<file path="src/rtl/imem_access_ctrl_pkg.sv">
// Shared definitions for the instruction-memory access controller:
// FSM encodings, memory RW polarity, arbiter grant codes, sizing helpers.
package imem_access_ctrl_pkg;

  typedef logic [2:0] state_t;

  localparam state_t S_IDLE       = 3'd0;
  localparam state_t S_RD         = 3'd1;
  localparam state_t S_WR_SETUP   = 3'd2;
  localparam state_t S_WR_STROBE  = 3'd3;
  localparam state_t S_WR_RECOVER = 3'd4;

  // Memory RW pin polarity: high reads, low writes.
  localparam logic RW_READ  = 1'b1;
  localparam logic RW_WRITE = 1'b0;

  // Requester identities as used by the round-robin arbiter.
  localparam logic GRANT_FETCH  = 1'b0;
  localparam logic GRANT_LOADER = 1'b1;

  localparam int MEM_BYTES_DEFAULT = 301;

  // Highest word-aligned byte address whose whole word fits in the memory.
  function automatic logic [31:0] last_word_addr(input int mem_bytes);
    return 32'((mem_bytes - 4) & ~3);
  endfunction

  // A request is legal when word aligned and not beyond the last word.
  function automatic logic addr_legal(input logic [31:0] addr, input logic [31:0] last_word);
    return (addr[1:0] == 2'b00) && (addr <= last_word);
  endfunction

endpackage

</file>
<file path="src/rtl/imem_access_ctrl_if.sv">
// Bundle of requester handshakes and memory-port signals for imem_access_ctrl.
//
// Handshake: a requester raises req together with addr (and wdata for the
// loader) and holds all of them unchanged until the controller returns a
// single-cycle ack; err qualifies that ack and is 0 whenever ack is 0. There
// is no separate ready: a request is only taken while the controller is idle
// and its previous ack is not being driven in that same cycle.
interface imem_access_ctrl_if;
  import imem_access_ctrl_pkg::*;

  logic        f_req;
  logic [31:0] f_addr;
  logic        f_ack;
  logic [31:0] f_rdata;
  logic        f_err;

  logic        l_req;
  logic [31:0] l_addr;
  logic [31:0] l_wdata;
  logic        l_ack;
  logic        l_err;

  logic        busy;
  logic [31:0] mem_addr;
  logic [31:0] mem_wdata;
  logic        mem_rw;
  logic [31:0] mem_rdata;

  state_t      dbg_state;

  modport slave (
    input  f_req, f_addr, l_req, l_addr, l_wdata, mem_rdata,
    output f_ack, f_rdata, f_err, l_ack, l_err, busy,
           mem_addr, mem_wdata, mem_rw, dbg_state
  );

  modport master (
    output f_req, f_addr, l_req, l_addr, l_wdata, mem_rdata,
    input  f_ack, f_rdata, f_err, l_ack, l_err, busy,
           mem_addr, mem_wdata, mem_rw, dbg_state
  );

endinterface

</file>
<file path="src/rtl/imem_access_ctrl_rr_arb.sv">
// Two-way round-robin picker. Purely combinational; the last-grant flop
// lives in the parent so the grant history survives only real grants.
module imem_access_ctrl_rr_arb
  import imem_access_ctrl_pkg::*;
(
  input  logic [1:0] i_elig,        // bit 0 = fetch, bit 1 = loader
  input  logic       i_last_grant,
  output logic       o_gnt_valid,
  output logic       o_gnt_id
);

  // Lone requester wins; on contention the one not granted last time wins.
  always_comb begin
    o_gnt_valid = |i_elig;
    o_gnt_id    = GRANT_FETCH;
    case (i_elig)
      2'b01:   o_gnt_id = GRANT_FETCH;
      2'b10:   o_gnt_id = GRANT_LOADER;
      2'b11:   o_gnt_id = (i_last_grant == GRANT_FETCH) ? GRANT_LOADER : GRANT_FETCH;
      default: o_gnt_id = GRANT_FETCH;
    endcase
  end

endmodule

</file>
<file path="src/rtl/imem_access_ctrl.sv">
// Sequencer/arbiter in front of the byte-addressed instruction memory.
// Fetch reads take one memory cycle; loader writes go through setup,
// a single-cycle strobe and a recovery cycle so address and data are
// stable around the RW low pulse. Illegal requests are answered with
// ack+err one cycle later without touching the memory pins.
module imem_access_ctrl
  import imem_access_ctrl_pkg::*;
#(
  parameter int MEM_BYTES = MEM_BYTES_DEFAULT
)
(
  input logic                CLK,
  input logic                Reset,
  imem_access_ctrl_if.slave  bus
);

  localparam logic [31:0] LAST_WORD = last_word_addr(MEM_BYTES);

  state_t      r_state;
  logic        r_last_grant;
  logic        r_f_ack;
  logic        r_f_err;
  logic [31:0] r_f_rdata;
  logic        r_l_ack;
  logic        r_l_err;
  logic [31:0] r_mem_addr;
  logic [31:0] r_mem_wdata;
  logic        r_mem_rw;

  logic [1:0]  w_elig;
  logic        w_gnt_valid;
  logic        w_gnt_id;
  logic [31:0] w_sel_addr;
  logic        w_legal;

  // A requester whose ack is high this cycle is still holding the old
  // request, so it must not be re-granted yet.
  assign w_elig[0] = bus.f_req & ~r_f_ack;
  assign w_elig[1] = bus.l_req & ~r_l_ack;

  imem_access_ctrl_rr_arb u_arb (
    .i_elig       (w_elig),
    .i_last_grant (r_last_grant),
    .o_gnt_valid  (w_gnt_valid),
    .o_gnt_id     (w_gnt_id)
  );

  assign w_sel_addr = (w_gnt_id == GRANT_FETCH) ? bus.f_addr : bus.l_addr;
  assign w_legal    = addr_legal(w_sel_addr, LAST_WORD);

  // Main FSM: grant/check in IDLE, then walk the read or write sequence.
  always_ff @(posedge CLK) begin
    if (Reset) begin
      r_state      <= S_IDLE;
      r_last_grant <= GRANT_LOADER;
      r_f_ack      <= 1'b0;
      r_f_err      <= 1'b0;
      r_f_rdata    <= 32'd0;
      r_l_ack      <= 1'b0;
      r_l_err      <= 1'b0;
      r_mem_addr   <= 32'd0;
      r_mem_wdata  <= 32'd0;
      r_mem_rw     <= RW_READ;
    end else begin
      r_f_ack <= 1'b0;
      r_f_err <= 1'b0;
      r_l_ack <= 1'b0;
      r_l_err <= 1'b0;
      case (r_state)
        S_IDLE: begin
          if (w_gnt_valid) begin
            r_last_grant <= w_gnt_id;
            if (w_gnt_id == GRANT_FETCH) begin
              if (w_legal) begin
                r_mem_addr <= bus.f_addr;
                r_state    <= S_RD;
              end else begin
                r_f_ack <= 1'b1;
                r_f_err <= 1'b1;
              end
            end else begin
              if (w_legal) begin
                r_mem_addr  <= bus.l_addr;
                r_mem_wdata <= bus.l_wdata;
                r_mem_rw    <= RW_READ;
                r_state     <= S_WR_SETUP;
              end else begin
                r_l_ack <= 1'b1;
                r_l_err <= 1'b1;
              end
            end
          end
        end
        S_RD: begin
          r_f_rdata <= bus.mem_rdata;
          r_f_ack   <= 1'b1;
          r_state   <= S_IDLE;
        end
        S_WR_SETUP: begin
          r_mem_rw <= RW_WRITE;
          r_state  <= S_WR_STROBE;
        end
        S_WR_STROBE: begin
          r_mem_rw <= RW_READ;
          r_state  <= S_WR_RECOVER;
        end
        S_WR_RECOVER: begin
          r_l_ack <= 1'b1;
          r_state <= S_IDLE;
        end
        default: begin
          r_mem_rw <= RW_READ;
          r_state  <= S_IDLE;
        end
      endcase
    end
  end

  assign bus.f_ack     = r_f_ack;
  assign bus.f_err     = r_f_err;
  assign bus.f_rdata   = r_f_rdata;
  assign bus.l_ack     = r_l_ack;
  assign bus.l_err     = r_l_err;
  assign bus.busy      = (r_state != S_IDLE);
  assign bus.mem_addr  = r_mem_addr;
  assign bus.mem_wdata = r_mem_wdata;
  assign bus.mem_rw    = r_mem_rw;
  assign bus.dbg_state = r_state;

endmodule

</file>
<file path="src/flat_wrapper.sv">
// flat-port wrapper written by rule: the top's interface ports become plain ports
module imem_access_ctrl_flat import imem_access_ctrl_pkg::*;
#(
  parameter int MEM_BYTES = MEM_BYTES_DEFAULT
)
  (CLK, Reset, bus_f_req, bus_f_addr, bus_l_req, bus_l_addr, bus_l_wdata, bus_mem_rdata, bus_f_ack, bus_f_rdata, bus_f_err, bus_l_ack, bus_l_err, bus_busy, bus_mem_addr, bus_mem_wdata, bus_mem_rw, bus_dbg_state);
  imem_access_ctrl_if bus_i ();
  input logic CLK;
  input logic Reset;
  input wire logic [$bits(bus_i.f_req)-1:0] bus_f_req;
  input wire logic [$bits(bus_i.f_addr)-1:0] bus_f_addr;
  input wire logic [$bits(bus_i.l_req)-1:0] bus_l_req;
  input wire logic [$bits(bus_i.l_addr)-1:0] bus_l_addr;
  input wire logic [$bits(bus_i.l_wdata)-1:0] bus_l_wdata;
  input wire logic [$bits(bus_i.mem_rdata)-1:0] bus_mem_rdata;
  output wire logic [$bits(bus_i.f_ack)-1:0] bus_f_ack;
  output wire logic [$bits(bus_i.f_rdata)-1:0] bus_f_rdata;
  output wire logic [$bits(bus_i.f_err)-1:0] bus_f_err;
  output wire logic [$bits(bus_i.l_ack)-1:0] bus_l_ack;
  output wire logic [$bits(bus_i.l_err)-1:0] bus_l_err;
  output wire logic [$bits(bus_i.busy)-1:0] bus_busy;
  output wire logic [$bits(bus_i.mem_addr)-1:0] bus_mem_addr;
  output wire logic [$bits(bus_i.mem_wdata)-1:0] bus_mem_wdata;
  output wire logic [$bits(bus_i.mem_rw)-1:0] bus_mem_rw;
  output wire logic [$bits(bus_i.dbg_state)-1:0] bus_dbg_state;
  assign bus_i.f_req = bus_f_req;
  assign bus_i.f_addr = bus_f_addr;
  assign bus_i.l_req = bus_l_req;
  assign bus_i.l_addr = bus_l_addr;
  assign bus_i.l_wdata = bus_l_wdata;
  assign bus_i.mem_rdata = bus_mem_rdata;
  assign bus_f_ack = bus_i.f_ack;
  assign bus_f_rdata = bus_i.f_rdata;
  assign bus_f_err = bus_i.f_err;
  assign bus_l_ack = bus_i.l_ack;
  assign bus_l_err = bus_i.l_err;
  assign bus_busy = bus_i.busy;
  assign bus_mem_addr = bus_i.mem_addr;
  assign bus_mem_wdata = bus_i.mem_wdata;
  assign bus_mem_rw = bus_i.mem_rw;
  assign bus_dbg_state = bus_i.dbg_state;
  imem_access_ctrl #(.MEM_BYTES(MEM_BYTES)) u_core (.CLK(CLK), .Reset(Reset), .bus(bus_i));
endmodule
</file>
<file path="config.mk">
export PLATFORM = sky130hd
export DESIGN_NAME = imem_access_ctrl_flat
export DESIGN_NICKNAME = d
export VERILOG_FILES = /design/src/rtl/imem_access_ctrl_pkg.sv /design/src/rtl/imem_access_ctrl_if.sv /design/src/rtl/imem_access_ctrl_rr_arb.sv /design/src/rtl/imem_access_ctrl.sv /design/src/flat_wrapper.sv
export SDC_FILE = /design/constraint.sdc
export NUM_CORES = 1
export LEC_CHECK = 0
export CORE_MARGIN = 2
export CORE_UTILIZATION = 37
export DETAILED_ROUTE_END_ITERATION = 10
export PLACE_DENSITY = 0.86
export SLEW_MARGIN = 15
export SYNTH_ARGS = -nofsm -noshare
export SYNTH_HDL_FRONTEND = slang
export SYNTH_SLANG_ARGS = --single-unit
export TNS_END_PERCENT = 10
</file>
<file path="constraint.sdc">
create_clock -name CLK -period 2.1 [get_ports CLK]
set_input_delay 0.42 -clock CLK [delete_from_list [all_inputs] [get_ports CLK]]
set_output_delay 0.42 -clock CLK [all_outputs]
set_load 0.02 [all_outputs]
</file>
* After elaboration in Yosys (flattened, before gate mapping)
Index checks and enable logic that the tools add are counted.
Storage, ports and cells: register bits after elaboration 105, bits in latches 0, RAM bits 0, bits in read-only memories 0, input bits 132, output and inout port bits 105, word-level logic and storage cells 60, memories 0
Cells by class: $add $sub $neg 0, $mul 0, div/mod/pow operators 0, magnitude comparators 1, equality and inequality tests 9, shifts and indexed selects 0, muxes and demuxes 22, bitwise operators 6, reductions and logical operators 12
Operators with widths (count):
- 32-bit 2-to-1 mux | 4
- 32-bit by 9-bit <= comparator with 1-bit output (second input constant) | 1
- 3-bit 2-to-1 mux | 4
- 1-bit 2-to-1 mux | 9
- 3-bit one-hot mux with 3 select lines | 1
- 4-bit AND reduction | 2
- 3-bit by 2-bit equality test with 1-bit output (second input constant) | 2
- 1-bit one-hot mux with 2 select lines | 3
- 2-bit OR reduction | 3
- 2-bit equality test (second input constant) | 2
- 2-bit by 1-bit inequality test with 1-bit output (second input constant) | 2
- 1-bit NOT | 4
- 2-bit AND reduction | 2
- 3-bit by 1-bit equality test with 1-bit output (second input constant) | 1
- 3-bit equality test (second input constant) | 1
- 3-bit logical NOT | 1
- 1-bit one-hot mux with 3 select lines | 1
- 3-bit AND reduction | 1
- 3-bit nonzero test | 1
- 1-bit AND | 2
- 2-bit logical NOT | 1
- 2-bit inequality test (second input constant) | 1
- 1-bit logical AND | 1

* Depth between registers and ports, before layout
depth in word-level cells 11, depth in mapped cells 8, mapped depth without buffers 5

* Hierarchy
Synthesis repeated with hierarchy kept, for this count alone.
Unflattened totals: cell total of the unflattened synthesis 462, area, all modules 4050.1 µm²
Modules (own cells, without submodules):
- imem_access_ctrl | times used 1, cells each 460, area each 4036.4 µm², seq. area each 2102.0 µm²
- imem_access_ctrl_rr_arb | times used 1, cells each 2, area each 13.8 µm², seq. area each 0.0 µm²

* Worst setup path before layout
No wires, ideal clock.
path type flip-flop to flip-flop, from reg u_core.r_state[2] (netlist: u_core.bus.dbg_state[2]), to reg u_core.r_mem_wdata[0] (netlist: u_core.bus.mem_wdata[0]), library setup time 0.128 ns, arrival time 1.793 ns, data required time 1.972 ns, setup slack 0.179 ns, cell stages (with the launch flop) 8, path buffers 2, period minus slack after synthesis 1.921 ns, cell sequence dfxtp_1 > buf_6 > nor3_4 > inv_2 > nor4_4 > buf_6 > mux2i_1 > nor2_1
On the way: cells in the longest elaborated chain, start to end 2
RTL lines:
- start: declaration | RTL line imem_access_ctrl.sv:19 | state_t r_state;
- start signal: assignment | RTL line imem_access_ctrl.sv:54 | r_state <= S_IDLE;
- start signal: assignment | RTL line imem_access_ctrl.sv:76 | r_state <= S_RD;
- start signal: assignment | RTL line imem_access_ctrl.sv:86 | r_state <= S_WR_SETUP;
- 3-bit logical NOT | RTL line imem_access_ctrl.sv:69 | case (r_state)
- 4-bit AND reduction (no source line)
- end signal: assignment | RTL line imem_access_ctrl.sv:84 | r_mem_wdata <= bus.l_wdata;
- end: declaration | RTL line imem_access_ctrl.sv:27 | logic [31:0] r_mem_wdata;
No other way between the ends. A chain may end at the register's enable or synchronous reset.

* Worst setup path in the final report
from in bus_l_addr[26], to reg u_core.r_mem_addr[18] (netlist: u_core.bus.mem_addr[18])
On the way: cells in the longest elaborated chain, start to end 4
RTL lines:
- start: declaration | RTL line flat_wrapper.sv:13 | input wire logic [$bits(bus_i.l_addr)-1:0] bus_l_addr;
- 32-bit 2-to-1 mux | RTL line imem_access_ctrl.sv:48 | assign w_sel_addr = (w_gnt_id == GRANT_FETCH) ? bus.f_addr : bus.l_addr;
- 32-bit by 9-bit <= comparator with 1-bit output | RTL line imem_access_ctrl_pkg.sv:30 | return (addr[1:0] == 2'b00) && (addr <= last_word);
- 1-bit logical AND | RTL line imem_access_ctrl_pkg.sv:30
- 3-bit AND reduction (no source line)
- end signal: assignment | RTL line imem_access_ctrl.sv:75 | r_mem_addr <= bus.f_addr;
- end signal: assignment | RTL line imem_access_ctrl.sv:83 | r_mem_addr <= bus.l_addr;
- end: declaration | RTL line imem_access_ctrl.sv:26 | logic [31:0] r_mem_addr;
No other way between the ends.

==> results.json <==
{
  "run_status": "complete, but fails checks",
  "violations": "setup timing",
  "synth_top_flop_cell": "dfxtp_1",
  "dp.cells": 788,
  "path_cells": "clkdlybuf4s50_1 > nor4_2 > nand4_1 > buf_6 > buf_4 > nor4_4 > buf_4 > nor3_4 > clkbuf_16 > and2_1",
  "yosysWarnings": 0,
  "syn_inst": 417,
  "p_switching_uw": 880,
  "critPathArrivalTime_ps": 2370,
  "grt_pass1_wl_um": 19400,
  "fin_crit_sh_pct": 100,
  "die-area_mm2": 0.0114,
  "async_flop_share_pct": 0,
  "coreArea_mm2": 0.0103,
  "wl_um": 13900,
  "start_util_pct": 37.9,
  "fmax_mhz": 475,
  "period_needed_ps": 2100,
  "dr.pass1.iters": 5,
  "areaGrowthSynthToFinish_pct": 83.8,
  "num_rows": 37,
  "synth_seq_area_share_pct": 54.0,
  "cp_max_fo": 6,
  "synthDistinctLibCells": 34,
  "crit_path_max_incr_delay_ps": 430,
  "cts.sinks": 105,
  "worst_path_max_delay_cell": "clkdlybuf4s50_1",
  "cts_tree": "yes",
  "syn-cell-area_mm2": 0.00389,
  "crit_path_start_kind": "primary input",
  "cts-root-buf": "clkbuf_8",
  "fin_util_pct": 69.6,
  "wirelength_met1_um": 5070,
  "top_layer": "met4",
  "drive_above_1_share_pct": 13.8,
  "power.internal_mw": 2.86,
  "nNetsFinal": 807,
  "slew_violations": 0,
  "finClkSkew_ps": 17.2,
  "min-delay-path-class": "primary input to register",
  "holdWs_ps": 425,
  "cp.required_ps": 2360,
  "hold_violations": 0,
  "cts_buffers": 9,
  "grtUsageTotal_pct": 21.4,
  "portBuffers": 236,
  "antenna_left": 0,
  "hold_buffers": 0,
  "die_x_um": 107,
  "leakage_nw": 2.75,
  "via_per_inst": 4.93,
  "grt_pass1_vias": 4058,
  "antenna_found_initial": 1,
  "ys_seq_elements": 105,
  "synth_edf_count": 0,
  "final_cells": 817,
  "setup_viol": 2,
  "synth_nets": 549,
  "h-tree-depth": 3,
  "clkLatencyLatePin_ps": 370,
  "p_comb_share_pct": 12.2,
  "route.met2.wl_um": 7180,
  "cts_buffer_depth": 2,
  "fp.dieH_um": 107,
  "vias": 4031,
  "cap_violations": 0,
  "pin_count": 237,
  "tightestPinTransition_ps": 467,
  "max-vdd-ir-drop_mv": 0.387,
  "crit_top_cell": "buf_4",
  "grt-ovfl-total": 0,
  "gp_congestion": 0.834,
  "met3_length_um": 1190,
  "drt_iter0_markers": 160,
  "setup_ws_ps": -3.49,
  "clkPwrFrac_pct": 34.2,
  "relSlewSlack_pct": 68.6,
  "critPathKind": "primary input to register",
  "cts.clk_slew.worst_paths_ps": 100,
  "syn_avg_cell_area_um2": 9.33,
  "drc": 0,
  "cp-end-kind": "register",
  "routedWlPerCell_um": 17.0,
  "grt_max_degree": 38,
  "switching_share_pct": 23.5,
  "hpwl_um": 9440,
  "power_density_mw_per_mm2": 523,
  "pwr-share-seq_pct": 53.6
}
==> kinds of logic (layout without fill, tap and decap cells) <==
logic type | Yosys count | count (layout) | synth area share, %
buffers and inverters | 36 | 298 | 4.37
flip-flops | 105 | 105 | 54.0
other | 0 | 1 | 0
multiplexers | 39 | 39 | 10.3
AND/OR/NAND/NOR | 171 | 172 | 21.3
AO/OA/AOI/OAI | 66 | 66 | 10.0
==> Yosys cell counts (2+ instances only) <==
| master | number | area (um2) |
|---|---|---|
| nor4_1 | 14 | 87.6 |
| or3_1 | 3 | 18.8 |
| o21ai_0 | 4 | 20.0 |
| mux2_2 | 7 | 78.8 |
| a21oi_1 | 38 | 190 |
| and2_1 | 28 | 175 |
| nor3_1 | 3 | 15.0 |
| inv_1 | 7 | 26.3 |
| nor4b_1 | 2 | 17.5 |
| a31oi_1 | 2 | 12.5 |
| mux2i_1 | 32 | 320 |
| nand2_1 | 70 | 263 |
| dfxtp_1 | 105 | 2100 |
| buf_6 | 4 | 45.0 |
| buf_2 | 4 | 20.0 |
| nor2_1 | 39 | 146 |
| a211oi_1 | 14 | 105 |
| nor2b_1 | 2 | 12.5 |
| o211ai_1 | 2 | 15.0 |
| clkbuf_1 | 20 | 75.1 |
| nand4_1 | 4 | 25.0 |
==> repair_timing <==
action                     CTS  global route
pin swaps                    2            18
gates cloned                 2             2
buffers inserted             2             8
resized for setup           14            65
hold endpoints to repair     0             0
setup endpoints to repair   69            67
==> cell usage in the layout, fill, tap and decap left out, drive strengths merged <==
cell type      instances
clkdlybuf4s50        201
dfxtp                105
nand2                 70
nor2                  39
a21oi                 38
buf                   38
dlymetal6s2s          33
mux2i                 32
and2                  28
nor4                  15
a211oi                14
clkbuf                11
inv                   10
mux2                   7
nor3                   6
o21ai                  5
nand4                  4
clkinvlp               3
or3                    3
o211ai                 2
nor4b                  2
a31oi                  2
nor2b                  2
diode                  1
nand3b                 1
o2bb2ai                1
a21o                   1
a2111oi                1
or4                    1
nor3b                  1
o31ai                  1
a221o                  1
bufinv                 1
dlygate4sd2            1
==> routing by layer <==
metal	global-route usage (%)	up-vias
met5	0	-
met4	8.16	0
met3	6.75	34
met2	40.7	179
met1	21.6	1881
li1	-	1937
==> critical path: cells and delay by family <==
kind	cells	cell delay, ps
and+or+nand+nor	5	860
buffers and inverters	5	1090
==> power by group through the flow <==
stage / Clock [mW] / Combinational, mW / Sequential (mW)
finish: 1.28 / 0.457 / 2.00
global route: 1.38 / 0.483 / 2.01
CTS: 1.30 / 0.429 / 2.00
detailed placement: 0 / 0.415 / 2.05
global placement: 0 / 0.409 / 2.05
floorplan: 0 / 0.0908 / 2.06
==> layout make-up <==
class                           count  area [um2]
Antenna cell                        1        2.50
Clock inverter                      6        75.1
Inverter                            8        30.0
Sequential cell                   105        2100
Clock buffer                       10         128
Fill cell                         750        3120
Multi-Input combinational cell    277        1830
Tap cell                          136         170
Timing Repair Buffer              274        2810
==> flip-flops by register name, indices dropped and copies added, names as in the netlist <==
register / flops
u_core.bus.f_rdata: 32
u_core.bus.mem_addr: 32
u_core.bus.mem_wdata: 32
u_core.bus.dbg_state: 3
u_core.bus.f_ack: 1
u_core.bus.f_err: 1
u_core.bus.l_ack: 1
u_core.bus.l_err: 1
u_core.bus.mem_rw: 1
u_core.r_last_grant: 1
==> path summary, 6_finish.rpt <==
check	start	to	slack (ps)	depth (start not counted)
max	bus_l_addr[26]	u_core.bus.mem_addr[18]	-3	10
min	Reset	u_core.bus.dbg_state[2]	430	2
max reg2reg	u_core.bus.dbg_state[2]	u_core.bus.mem_addr[18]	180	8
min reg2reg	u_core.bus.f_rdata[24]	u_core.bus.f_rdata[24]	460	2
==> stage by stage <==
stage | power (mW) | cell area [um2] | setup WS [ps] | TNS, ps
2_1_floorplan | 2.15 | 3890 | 179 | 0
3_3_place_gp | 2.46 | 6490 | -548 | -36400
3_5_place_dp | 2.46 | 6490 | -619 | -39730
4_1_cts | 3.74 | 6820 | -55.7 | -606
5_1_grt | 3.87 | 7160 | -90.9 | -1450
6_report | 3.74 | 7160 | -3.49 | -4.66
No activity file was read; power rests on OpenSTA's default activity.
